===== src/rtl/uart_fifo_core.sv =====
// uart_fifo_core: full-duplex UART with TX and RX FIFOs.
//
// The transmitter pops words from a TX FIFO and serialises them as
// start(0), DATA_BITS LSB-first, an optional parity bit and one stop(1).
// The receiver synchronises UART_RX, deserialises frames and pushes each
// word into an RX FIFO together with its frame-error and parity-error bits.
// The RX FIFO is first-word-fall-through.
//
// Ports:
//   sysclk        in   sole clock, rising edge
//   reset         in   asynchronous, active-high, clears all state
//   UART_RX       in   serial input (asynchronous to sysclk)
//   UART_TX       out  serial output, idle high
//   tx_data       in   word to transmit
//   tx_wr         in   one-cycle push into TX FIFO (ignored when full)
//   tx_full       out  TX FIFO full
//   tx_busy       out  TX FIFO non-empty or frame in progress
//   rx_data       out  head of RX FIFO (0 when empty)
//   rx_rd         in   one-cycle pop of RX FIFO head (ignored when empty)
//   rx_empty      out  RX FIFO empty
//   rx_frame_err  out  head entry had a low stop bit
//   rx_parity_err out  head entry had a parity mismatch
//   rx_overrun    out  sticky: a frame was dropped because RX FIFO was full

// Synchronous FIFO with a show-ahead read port. Full/empty come from an
// occupancy count so they are never ambiguous when the pointers meet.
module uart_fifo_core_fifo #(
  parameter int W     = 8,
  parameter int DEPTH = 16
) (
  input  logic         i_clk,
  input  logic         i_rst,
  input  logic         i_push,
  input  logic [W-1:0] i_data,
  input  logic         i_pop,
  output logic [W-1:0] o_data,
  output logic         o_full,
  output logic         o_empty
);
  localparam int AW = $clog2(DEPTH);
  localparam logic [AW:0] C_FULL = (AW+1)'(DEPTH);

  logic [W-1:0]  r_mem [DEPTH];
  logic [AW-1:0] r_wr_ptr;
  logic [AW-1:0] r_rd_ptr;
  logic [AW:0]   r_count;
  logic          w_push_ok;
  logic          w_pop_ok;

  assign o_empty   = (r_count == '0);
  assign o_full    = (r_count == C_FULL);
  assign w_pop_ok  = i_pop && !o_empty;
  // A push into a full FIFO is accepted only when a pop frees a slot in the same cycle.
  assign w_push_ok = i_push && (!o_full || w_pop_ok);
  assign o_data    = o_empty ? '0 : r_mem[r_rd_ptr];

  always_ff @(posedge i_clk or posedge i_rst) begin
    if (i_rst) begin
      r_wr_ptr <= '0;
      r_rd_ptr <= '0;
      r_count  <= '0;
    end else begin
      if (w_push_ok) r_wr_ptr <= r_wr_ptr + 1'b1;
      if (w_pop_ok)  r_rd_ptr <= r_rd_ptr + 1'b1;
      if (w_push_ok && !w_pop_ok)      r_count <= r_count + 1'b1;
      else if (!w_push_ok && w_pop_ok) r_count <= r_count - 1'b1;
    end
  end

  always_ff @(posedge i_clk) begin
    if (w_push_ok) r_mem[r_wr_ptr] <= i_data;
  end
endmodule

module uart_fifo_core #(
  parameter int BAUD_DIV   = 27,
  parameter int DATA_BITS  = 8,
  parameter int PARITY_EN  = 0,
  parameter int PARITY_ODD = 0,
  parameter int FIFO_DEPTH = 16
) (
  input  logic                 sysclk,
  input  logic                 reset,
  input  logic                 UART_RX,
  output logic                 UART_TX,
  input  logic [DATA_BITS-1:0] tx_data,
  input  logic                 tx_wr,
  output logic                 tx_full,
  output logic                 tx_busy,
  output logic [DATA_BITS-1:0] rx_data,
  input  logic                 rx_rd,
  output logic                 rx_empty,
  output logic                 rx_frame_err,
  output logic                 rx_parity_err,
  output logic                 rx_overrun
);
  localparam int TICK_W = $clog2(BAUD_DIV);
  localparam int BIT_W  = $clog2(DATA_BITS);
  localparam logic [TICK_W-1:0] C_TICK_LAST = TICK_W'(BAUD_DIV - 1);
  localparam logic [BIT_W-1:0]  C_LAST_BIT  = BIT_W'(DATA_BITS - 1);
  localparam logic              C_PAR_EN    = (PARITY_EN != 0);
  localparam logic              C_PAR_ODD   = (PARITY_ODD != 0);

  typedef enum logic [2:0] {TX_IDLE, TX_START, TX_DATA, TX_PARITY, TX_STOP} tx_state_t;
  typedef enum logic [2:0] {RX_IDLE, RX_START, RX_DATA, RX_PARITY, RX_STOP} rx_state_t;

  // Oversample tick generator
  logic [TICK_W-1:0] r_tick_cnt;
  logic              w_tick;

  assign w_tick = (r_tick_cnt == C_TICK_LAST);

  always_ff @(posedge sysclk or posedge reset) begin
    if (reset)       r_tick_cnt <= '0;
    else if (w_tick) r_tick_cnt <= '0;
    else             r_tick_cnt <= r_tick_cnt + 1'b1;
  end

  // Transmit path
  logic [DATA_BITS-1:0] w_tx_head;
  logic                 w_tx_empty;
  logic                 w_tx_pop;
  tx_state_t            r_tx_state;
  logic [3:0]           r_tx_cnt;
  logic [BIT_W-1:0]     r_tx_idx;
  logic [DATA_BITS-1:0] r_tx_shift;
  logic                 r_tx_par;
  logic                 r_uart_tx;

  uart_fifo_core_fifo #(.W(DATA_BITS), .DEPTH(FIFO_DEPTH)) u_tx_fifo (
    .i_clk   (sysclk),
    .i_rst   (reset),
    .i_push  (tx_wr),
    .i_data  (tx_data),
    .i_pop   (w_tx_pop),
    .o_data  (w_tx_head),
    .o_full  (tx_full),
    .o_empty (w_tx_empty)
  );

  // A word is taken either from IDLE or at the last tick of a stop bit, so
  // queued words go out back-to-back with no idle gap.
  assign w_tx_pop = w_tick && !w_tx_empty &&
                    ((r_tx_state == TX_IDLE) ||
                     ((r_tx_state == TX_STOP) && (r_tx_cnt == 4'd15)));

  assign UART_TX = r_uart_tx;
  assign tx_busy = !w_tx_empty || (r_tx_state != TX_IDLE);

  always_ff @(posedge sysclk or posedge reset) begin
    if (reset) begin
      r_tx_state <= TX_IDLE;
      r_tx_cnt   <= '0;
      r_tx_idx   <= '0;
      r_tx_shift <= '0;
      r_tx_par   <= 1'b0;
      r_uart_tx  <= 1'b1;
    end else if (w_tick) begin
      if (w_tx_pop) begin
        r_tx_state <= TX_START;
        r_tx_cnt   <= '0;
        r_tx_shift <= w_tx_head;
        r_tx_par   <= (^w_tx_head) ^ C_PAR_ODD;
        r_uart_tx  <= 1'b0;
      end else if (r_tx_state == TX_IDLE) begin
        r_uart_tx <= 1'b1;
      end else if (r_tx_cnt != 4'd15) begin
        r_tx_cnt <= r_tx_cnt + 1'b1;
      end else begin
        r_tx_cnt <= '0;
        case (r_tx_state)
          TX_START: begin
            r_tx_state <= TX_DATA;
            r_tx_idx   <= '0;
            r_uart_tx  <= r_tx_shift[0];
          end
          TX_DATA: begin
            if (r_tx_idx == C_LAST_BIT) begin
              if (C_PAR_EN) begin
                r_tx_state <= TX_PARITY;
                r_uart_tx  <= r_tx_par;
              end else begin
                r_tx_state <= TX_STOP;
                r_uart_tx  <= 1'b1;
              end
            end else begin
              r_tx_idx   <= r_tx_idx + 1'b1;
              r_tx_shift <= r_tx_shift >> 1;
              r_uart_tx  <= r_tx_shift[1];
            end
          end
          TX_PARITY: begin
            r_tx_state <= TX_STOP;
            r_uart_tx  <= 1'b1;
          end
          default: begin
            r_tx_state <= TX_IDLE;
            r_uart_tx  <= 1'b1;
          end
        endcase
      end
    end
  end

  // Receive path: two-flop synchroniser, then the bit FSM
  logic                 r_rx_meta;
  logic                 r_rx_sync;
  rx_state_t            r_rx_state;
  logic [3:0]           r_rx_cnt;
  logic [BIT_W-1:0]     r_rx_idx;
  logic [DATA_BITS-1:0] r_rx_shift;
  logic                 r_rx_perr;
  logic                 r_rx_armed;
  logic                 w_rx_push;
  logic [DATA_BITS+1:0] w_rx_push_data;
  logic [DATA_BITS+1:0] w_rx_head;
  logic                 w_rx_full;
  logic                 w_rx_rd_ok;
  logic                 r_rx_ovr;

  always_ff @(posedge sysclk or posedge reset) begin
    if (reset) begin
      r_rx_meta <= 1'b1;
      r_rx_sync <= 1'b1;
    end else begin
      r_rx_meta <= UART_RX;
      r_rx_sync <= r_rx_meta;
    end
  end

  // The stop bit is sampled and the entry pushed in the same cycle.
  assign w_rx_push      = w_tick && (r_rx_state == RX_STOP) && (r_rx_cnt == 4'd15);
  assign w_rx_push_data = {r_rx_shift, !r_rx_sync, r_rx_perr};

  always_ff @(posedge sysclk or posedge reset) begin
    if (reset) begin
      r_rx_state <= RX_IDLE;
      r_rx_cnt   <= '0;
      r_rx_idx   <= '0;
      r_rx_shift <= '0;
      r_rx_perr  <= 1'b0;
      r_rx_armed <= 1'b0;
    end else begin
      case (r_rx_state)
        RX_IDLE: begin
          // Armed only after the line has been seen high, so a stuck-low
          // line following a bad stop bit cannot start a new frame.
          if (r_rx_armed && !r_rx_sync) begin
            r_rx_state <= RX_START;
            r_rx_cnt   <= '0;
            r_rx_idx   <= '0;
            r_rx_perr  <= 1'b0;
            r_rx_armed <= 1'b0;
          end else if (r_rx_sync) begin
            r_rx_armed <= 1'b1;
          end
        end
        RX_START: begin
          // Mid-start check; from here each later bit is 16 ticks away.
          if (w_tick) begin
            if (r_rx_cnt == 4'd7) begin
              r_rx_cnt <= '0;
              if (r_rx_sync) begin
                r_rx_state <= RX_IDLE;
                r_rx_armed <= 1'b1;
              end else begin
                r_rx_state <= RX_DATA;
              end
            end else begin
              r_rx_cnt <= r_rx_cnt + 1'b1;
            end
          end
        end
        RX_DATA: begin
          if (w_tick) begin
            if (r_rx_cnt == 4'd15) begin
              r_rx_cnt   <= '0;
              r_rx_shift <= {r_rx_sync, r_rx_shift[DATA_BITS-1:1]};
              if (r_rx_idx == C_LAST_BIT) r_rx_state <= C_PAR_EN ? RX_PARITY : RX_STOP;
              else                        r_rx_idx   <= r_rx_idx + 1'b1;
            end else begin
              r_rx_cnt <= r_rx_cnt + 1'b1;
            end
          end
        end
        RX_PARITY: begin
          if (w_tick) begin
            if (r_rx_cnt == 4'd15) begin
              r_rx_cnt   <= '0;
              r_rx_perr  <= (r_rx_sync != ((^r_rx_shift) ^ C_PAR_ODD));
              r_rx_state <= RX_STOP;
            end else begin
              r_rx_cnt <= r_rx_cnt + 1'b1;
            end
          end
        end
        default: begin
          if (w_tick) begin
            if (r_rx_cnt == 4'd15) begin
              r_rx_cnt   <= '0;
              r_rx_state <= RX_IDLE;
              r_rx_armed <= r_rx_sync;
            end else begin
              r_rx_cnt <= r_rx_cnt + 1'b1;
            end
          end
        end
      endcase
    end
  end

  uart_fifo_core_fifo #(.W(DATA_BITS + 2), .DEPTH(FIFO_DEPTH)) u_rx_fifo (
    .i_clk   (sysclk),
    .i_rst   (reset),
    .i_push  (w_rx_push),
    .i_data  (w_rx_push_data),
    .i_pop   (rx_rd),
    .o_data  (w_rx_head),
    .o_full  (w_rx_full),
    .o_empty (rx_empty)
  );

  assign {rx_data, rx_frame_err, rx_parity_err} = w_rx_head;
  assign w_rx_rd_ok = rx_rd && !rx_empty;
  assign rx_overrun = r_rx_ovr;

  // A push into a full FIFO only lands if a pop happens in the same cycle.
  always_ff @(posedge sysclk or posedge reset) begin
    if (reset)                                        r_rx_ovr <= 1'b0;
    else if (w_rx_push && w_rx_full && !w_rx_rd_ok)  r_rx_ovr <= 1'b1;
    else if (w_rx_rd_ok)                              r_rx_ovr <= 1'b0;
  end
endmodule


===== config.mk =====
export PLATFORM = sky130hd
export DESIGN_NAME = uart_fifo_core
export DESIGN_NICKNAME = d
export VERILOG_FILES = /design/src/rtl/uart_fifo_core.sv
export SDC_FILE = /design/constraint.sdc
export NUM_CORES = 1
export LEC_CHECK = 0
export ABC_AREA = 1
export BUFFER_PORTS_ARGS = -buffer_cell sky130_fd_sc_hd__buf_2
export CAP_MARGIN = 20
export CORE_MARGIN = 2
export CORE_UTILIZATION = 39
export DETAILED_ROUTE_END_ITERATION = 16
export PLACE_DENSITY = 0.63
export SLEW_MARGIN = 20
export SYNTH_ARGS = -nofsm -noshare
export SYNTH_HDL_FRONTEND = slang
export SYNTH_SLANG_ARGS = --single-unit

===== constraint.sdc =====
create_clock -name sysclk -period 2.85 [get_ports sysclk]
set_input_delay 0.1425 -clock sysclk [delete_from_list [all_inputs] [get_ports sysclk]]
set_output_delay 0.1425 -clock sysclk [all_outputs]
set_load 0.05 [all_outputs]

==> results.md <==
Placement:
- The cell area reported after detailed placement is 0.0167 sq mm.
- The number of buffers added on ports is 27.
- The detailed-placement wirelength estimate is 21.5 mm.
- At the end of routability-driven placement, the weighted congestion stood at 0.828.
- Counting tap cells, the placed design contains a total of 1989 instances.

Synthesis:
- Among all flip-flop cells after synthesis, the most frequent one is sky130_fd_sc_hd__edfxtp_1.
- The proportion of synthesized area in mux cells is 0.501%.
- The synthesized netlist devotes 2.32% of its cell area to adder and majority cells.
- Synthesis produced a netlist whose cell count is 1447.
- The cell accounting for the most synthesized area is sky130_fd_sc_hd__edfxtp_1.
- The post-synthesis sequential area ratio is 66.6%.
- The mapped netlist covers 0.0157 sq mm.
- The number of nets produced by synthesis is 1488.
- During synthesis, Yosys emitted a total of 0 warnings.
- The number of flops mapped to enable cells by yosys is 288.
- The combinational family with the most area after synthesis is simple AND/OR/NAND/NOR gates.
- The synthesized area per cell is 10.9 sq um.
- Synthesis instantiated 48 different standard cells from the library.
- The async set-or-reset flop fraction in the synthesized netlist is 20.2%.
- By area the synthesized netlist is led by sky130_fd_sc_hd__edfxtp_1, sky130_fd_sc_hd__dfrtp_1, sky130_fd_sc_hd__nand2_1, sky130_fd_sc_hd__nor2_1, sky130_fd_sc_hd__nand3_1.
- Summing the areas of all compound-gate instances in the mapped netlist gives 6.66% of the synthesized area.
- The xor and xnor fraction of the mapped netlist area is 1.22%.
- The area fraction in and, or, nand and nor cells after synthesis is 19.0%.
- Synthesis inferred 361 register bits.
- In this run the biggest area consumer among cell types represents 54.9% of the synthesized area.

Cells and area:
- The area growth from synthesis to layout is 14.0%.
- The finished cells cover 0.0179 sq mm.
- The count of placed standard cells in the final layout, fillers left out is 2067.
- The final layout contains 1552 nets.
- The most common cell after layout, fill and taps aside is sky130_fd_sc_hd__nand2_1.
- Leaving out fill and tap cells, the most frequent cells in the layout are sky130_fd_sc_hd__nand2_1, sky130_fd_sc_hd__edfxtp_1, sky130_fd_sc_hd__nor2_1, sky130_fd_sc_hd__nand3_1, sky130_fd_sc_hd__o21ai_0.
- In the final layout, the share of cells above drive strength 1 is 13.0%.
- The repair_antennas step left the layout with diodes totalling 0.

Route:
- The total iterations of the first detailed-routing run is 6.
- The residual DRC count is 0.
- Once detail routing completed, the nets flagged for antenna violations numbered 0.
- The total number of vias is 10300.
- Using the TritonRoute via totals, the vias-per-cell ratio works out to 4.98.
- After detailed routing, the average wire length per cell comes to 16.9 um.
- The number of DRC violations after detailed-routing iteration 0 is 864.
- The total detailed-routing wirelength is 34.8 mm.

Clock network:
- The worst-skew pair later-pin latency is 550 ps.
- The CTS H-tree depth is 2.
- No sink is reached through more buffers than the 3 on the longest clock path.
- The tree is rooted in a sky130_fd_sc_hd__clkbuf_16.
- TritonCTS created 40 clock buffers.
- The TritonCTS clock tree is done.
- After clock tree synthesis, the clock-pin slew on the worst setup and hold paths is 60 ps.
- The number of sinks driven by the clock tree is 361.

Worst setup path:
- STA puts the critical path data required time at 2710 ps.
- The count of cell instances traversed by the critical path is 9.
- The depth of the most critical reg-to-reg path is 19.
- The data arrival time of the critical path is 2550 ps.
- By startpoint and endpoint, the worst setup path is classified as flop to output port.
- The count of buffer and inverter cells on the critical path is 3.
- The end of the worst register-to-register path is u_tx_fifo.r_count[4]$_DFFE_PP0P_.
- The cell with the largest stage delay on the worst path is sky130_fd_sc_hd__dfrtp_2.
- The worst setup path is captured at an output port.
- The startpoint of the worst-slack reg-to-reg timing path is r_tick_cnt[0]$_DFF_PP0_.
- The most critical setup path has its startpoint at u_rx_fifo.r_rd_ptr[0]$_DFFE_PP0P_.
- The cell class contributing the biggest share of worst-path delay is buffers and inverters.
- The endpoint of the most critical setup path is rx_parity_err.
- Walking the worst path, the cells encountered are inv_4 -> buf_12 -> nand2_1 -> nand3_1 -> nand2_1 -> a21oi_1 -> o31ai_1 -> a21oi_1 -> buf_2.
- The peak fanout along the critical path is 39.
- In this run the register-to-register setup slack is 220 ps.
- For this run, the slowest stage of the critical path takes 440 ps.
- The startpoint type of the worst setup path is a flop.

Min path:
- The path class of the tightest hold or removal check is input port to flop.
- The cell count of the worst hold path is 4.

Flow run:
- The number of maximum-capacitance constraint violations is 0.

Die:
- During I/O placement, the number of pins put on the boundary was 28.
- The die area is 0.0420 sq mm.
- Row generation in the floorplan step produced 73 rows.
- The initial standard-cell utilization of the core is 39.5%.
- The floorplan step set the die width to 205 um.
- Measured along the y axis, the die boundary spans 205 um.
- The core region is 0.0398 sq mm.

Status:
- The run finished with clean final reports.

Power and ir drop:
- The peak supply drop is 0.518 mV.
- The leakage power of the design is 7.12 nW.
- Power spread over the standard cell area amounts to 853 mW/mm^2.
- The total design power is 15.3 mW.

Global routing:
- The global-route wire length before repair is 55.9 mm.
- The number of global-route vias before repair is 10200.
- The overall overflow remaining after global route is 0.
- Entering global routing, the biggest net connects 83 pins.
- The number of antenna violations at the first check in global routing came to 0.
- Global routing consumed, over all layers together, 17.0% of the routing resources.

STA:
- The number of endpoints with negative hold slack in the final report was 0.
- The final max-slew violation count came to 0.
- Setup violations remaining at the end of the flow were counted as 0.
- Setup repair after global routing could not meet its margin everywhere.
- The highest clock frequency the design can meet is 371 MHz.
- Headroom to the max-slew limit came out at 46.1%.
- The routed design could run at a clock period as short as 2700 ps.
- The transition at the pin with the smallest max-transition slack is 808 ps.
- The worst-case clock skew is 27.4 ps.
- The final period utilization is 94.6%.
-- kinds of logic after synthesis --
group           after synthesis
simple gates                705
xor+xnor                     22
compound gates              188
mux                           7
fa+ha+maj                    28
flops                       361
buf+inv                     136
-- flip-flops by register name, indices dropped and copies added (netlist names), 4 cells and up --
| register | count |
|---|---|
| u_rx_fifo.r_wr_ptr | 4 |
| u_tx_fifo.r_rd_ptr | 4 |
| r_tx_shift | 8 |
| r_tick_cnt | 5 |
| r_rx_cnt | 4 |
| r_rx_shift | 8 |
| u_rx_fifo.r_rd_ptr | 4 |
| u_tx_fifo.r_wr_ptr | 4 |
| r_tx_cnt | 4 |
| u_rx_fifo.r_count | 5 |
| u_rx_fifo.r_mem | 160 |
| u_tx_fifo.r_count | 5 |
| u_tx_fifo.r_mem | 128 |
-- repair_timing --
| item | in CTS | in global routing |
|---|---|---|
| hold buffers | 4 | 0 |
| setup buffers | 0 | 1 |
| gates resized for setup | 0 | 6 |
| endpoints found under the setup margin | 0 | 12 |
| hold endpoints to repair | 43 | 0 |
-- where the power goes --
part	internal [mW]	switching (mW)	total, mW
registers	6.09	0.271	6.36
clock network	2.74	2.08	4.81
logic	1.19	2.93	4.12
-- metrics by stage --
step	setup WS [ps]	utilization, %	hold WS [ps]	setup TNS, ps
CTS	6.93	45.0	1.57	0
floorplan	254	-	147	0
global placement	225	41.8	183	0
detailed placement	135	41.8	180	0
finish	154	45.0	11.7	0
global route	-23.9	45.0	8.53	-25.7
-- synthesized netlist by cell type (5+ instances only) --
master                     count
sky130_fd_sc_hd__nor3_1       17
sky130_fd_sc_hd__ha_1         26
sky130_fd_sc_hd__nand2_1     380
sky130_fd_sc_hd__edfxtp_1    288
sky130_fd_sc_hd__buf_2        25
sky130_fd_sc_hd__nand3_1     112
sky130_fd_sc_hd__nand2_2       8
sky130_fd_sc_hd__dfrtp_1      70
sky130_fd_sc_hd__mux2_2        5
sky130_fd_sc_hd__inv_2         8
sky130_fd_sc_hd__a21oi_1      59
sky130_fd_sc_hd__inv_1        60
sky130_fd_sc_hd__nor2_1      162
sky130_fd_sc_hd__o21ai_0      86
sky130_fd_sc_hd__xnor2_1       7
sky130_fd_sc_hd__nor2_2        7
sky130_fd_sc_hd__buf_1         5
sky130_fd_sc_hd__xor2_1       15
sky130_fd_sc_hd__clkbuf_1     26
sky130_fd_sc_hd__o21ai_1      10
sky130_fd_sc_hd__o31ai_1      22
-- worst reg2reg max path: stages, from the launching register on --
cell,delay [ps]
sky130_fd_sc_hd__dfrtp_1,410
sky130_fd_sc_hd__inv_1,70
sky130_fd_sc_hd__ha_1,140
sky130_fd_sc_hd__nand2_1,70
sky130_fd_sc_hd__nor2_2,130
sky130_fd_sc_hd__nand2_2,100
sky130_fd_sc_hd__inv_2,70
sky130_fd_sc_hd__nand2_4,80
sky130_fd_sc_hd__nand2_2,100
sky130_fd_sc_hd__nand2_4,50
sky130_fd_sc_hd__inv_4,80
sky130_fd_sc_hd__ha_2,190
sky130_fd_sc_hd__inv_2,70
sky130_fd_sc_hd__fa_2,390
sky130_fd_sc_hd__nand2_1,80
sky130_fd_sc_hd__nand2_1,50
sky130_fd_sc_hd__a21oi_1,150
sky130_fd_sc_hd__xor2_1,150
sky130_fd_sc_hd__nand2_1,60
sky130_fd_sc_hd__o21ai_0,60
-- final cells by class --
type	instances	area [sq um]
inverters	73	284
clock buffers	54	1060
flip-flops and latches	361	10500
well taps	525	657
clock inverters	19	155
multi-input cells	950	4680
fillers	3710	21900
repair buffers	85	618
-- worst min path at each step --
stage | from | end | slack, ps
CTS | tx_wr | u_tx_fifo.r_wr_ptr[3]$_DFFE_PP0P_ | 2
global route | tx_wr | u_tx_fifo.r_wr_ptr[3]$_DFFE_PP0P_ | 9
global placement | reset | r_rx_state[2]$_DFFE_PP0P_ | 180
finish | tx_wr | u_tx_fifo.r_wr_ptr[3]$_DFFE_PP0P_ | 10
floorplan | UART_RX | r_rx_meta$_DFF_PP1_ | 150
detailed placement | reset | u_rx_fifo.r_count[0]$_DFFE_PP0P_ | 180
-- per-layer routing --
layer  global-route usage [%]  part of all wire [%]
met1                     23.9                    46
met5                        0                     0
met2                     27.9                    47
met3                     2.51                   4.7
met4                     3.98                   1.6
Note: power is estimated with default switching activity, not from simulation.
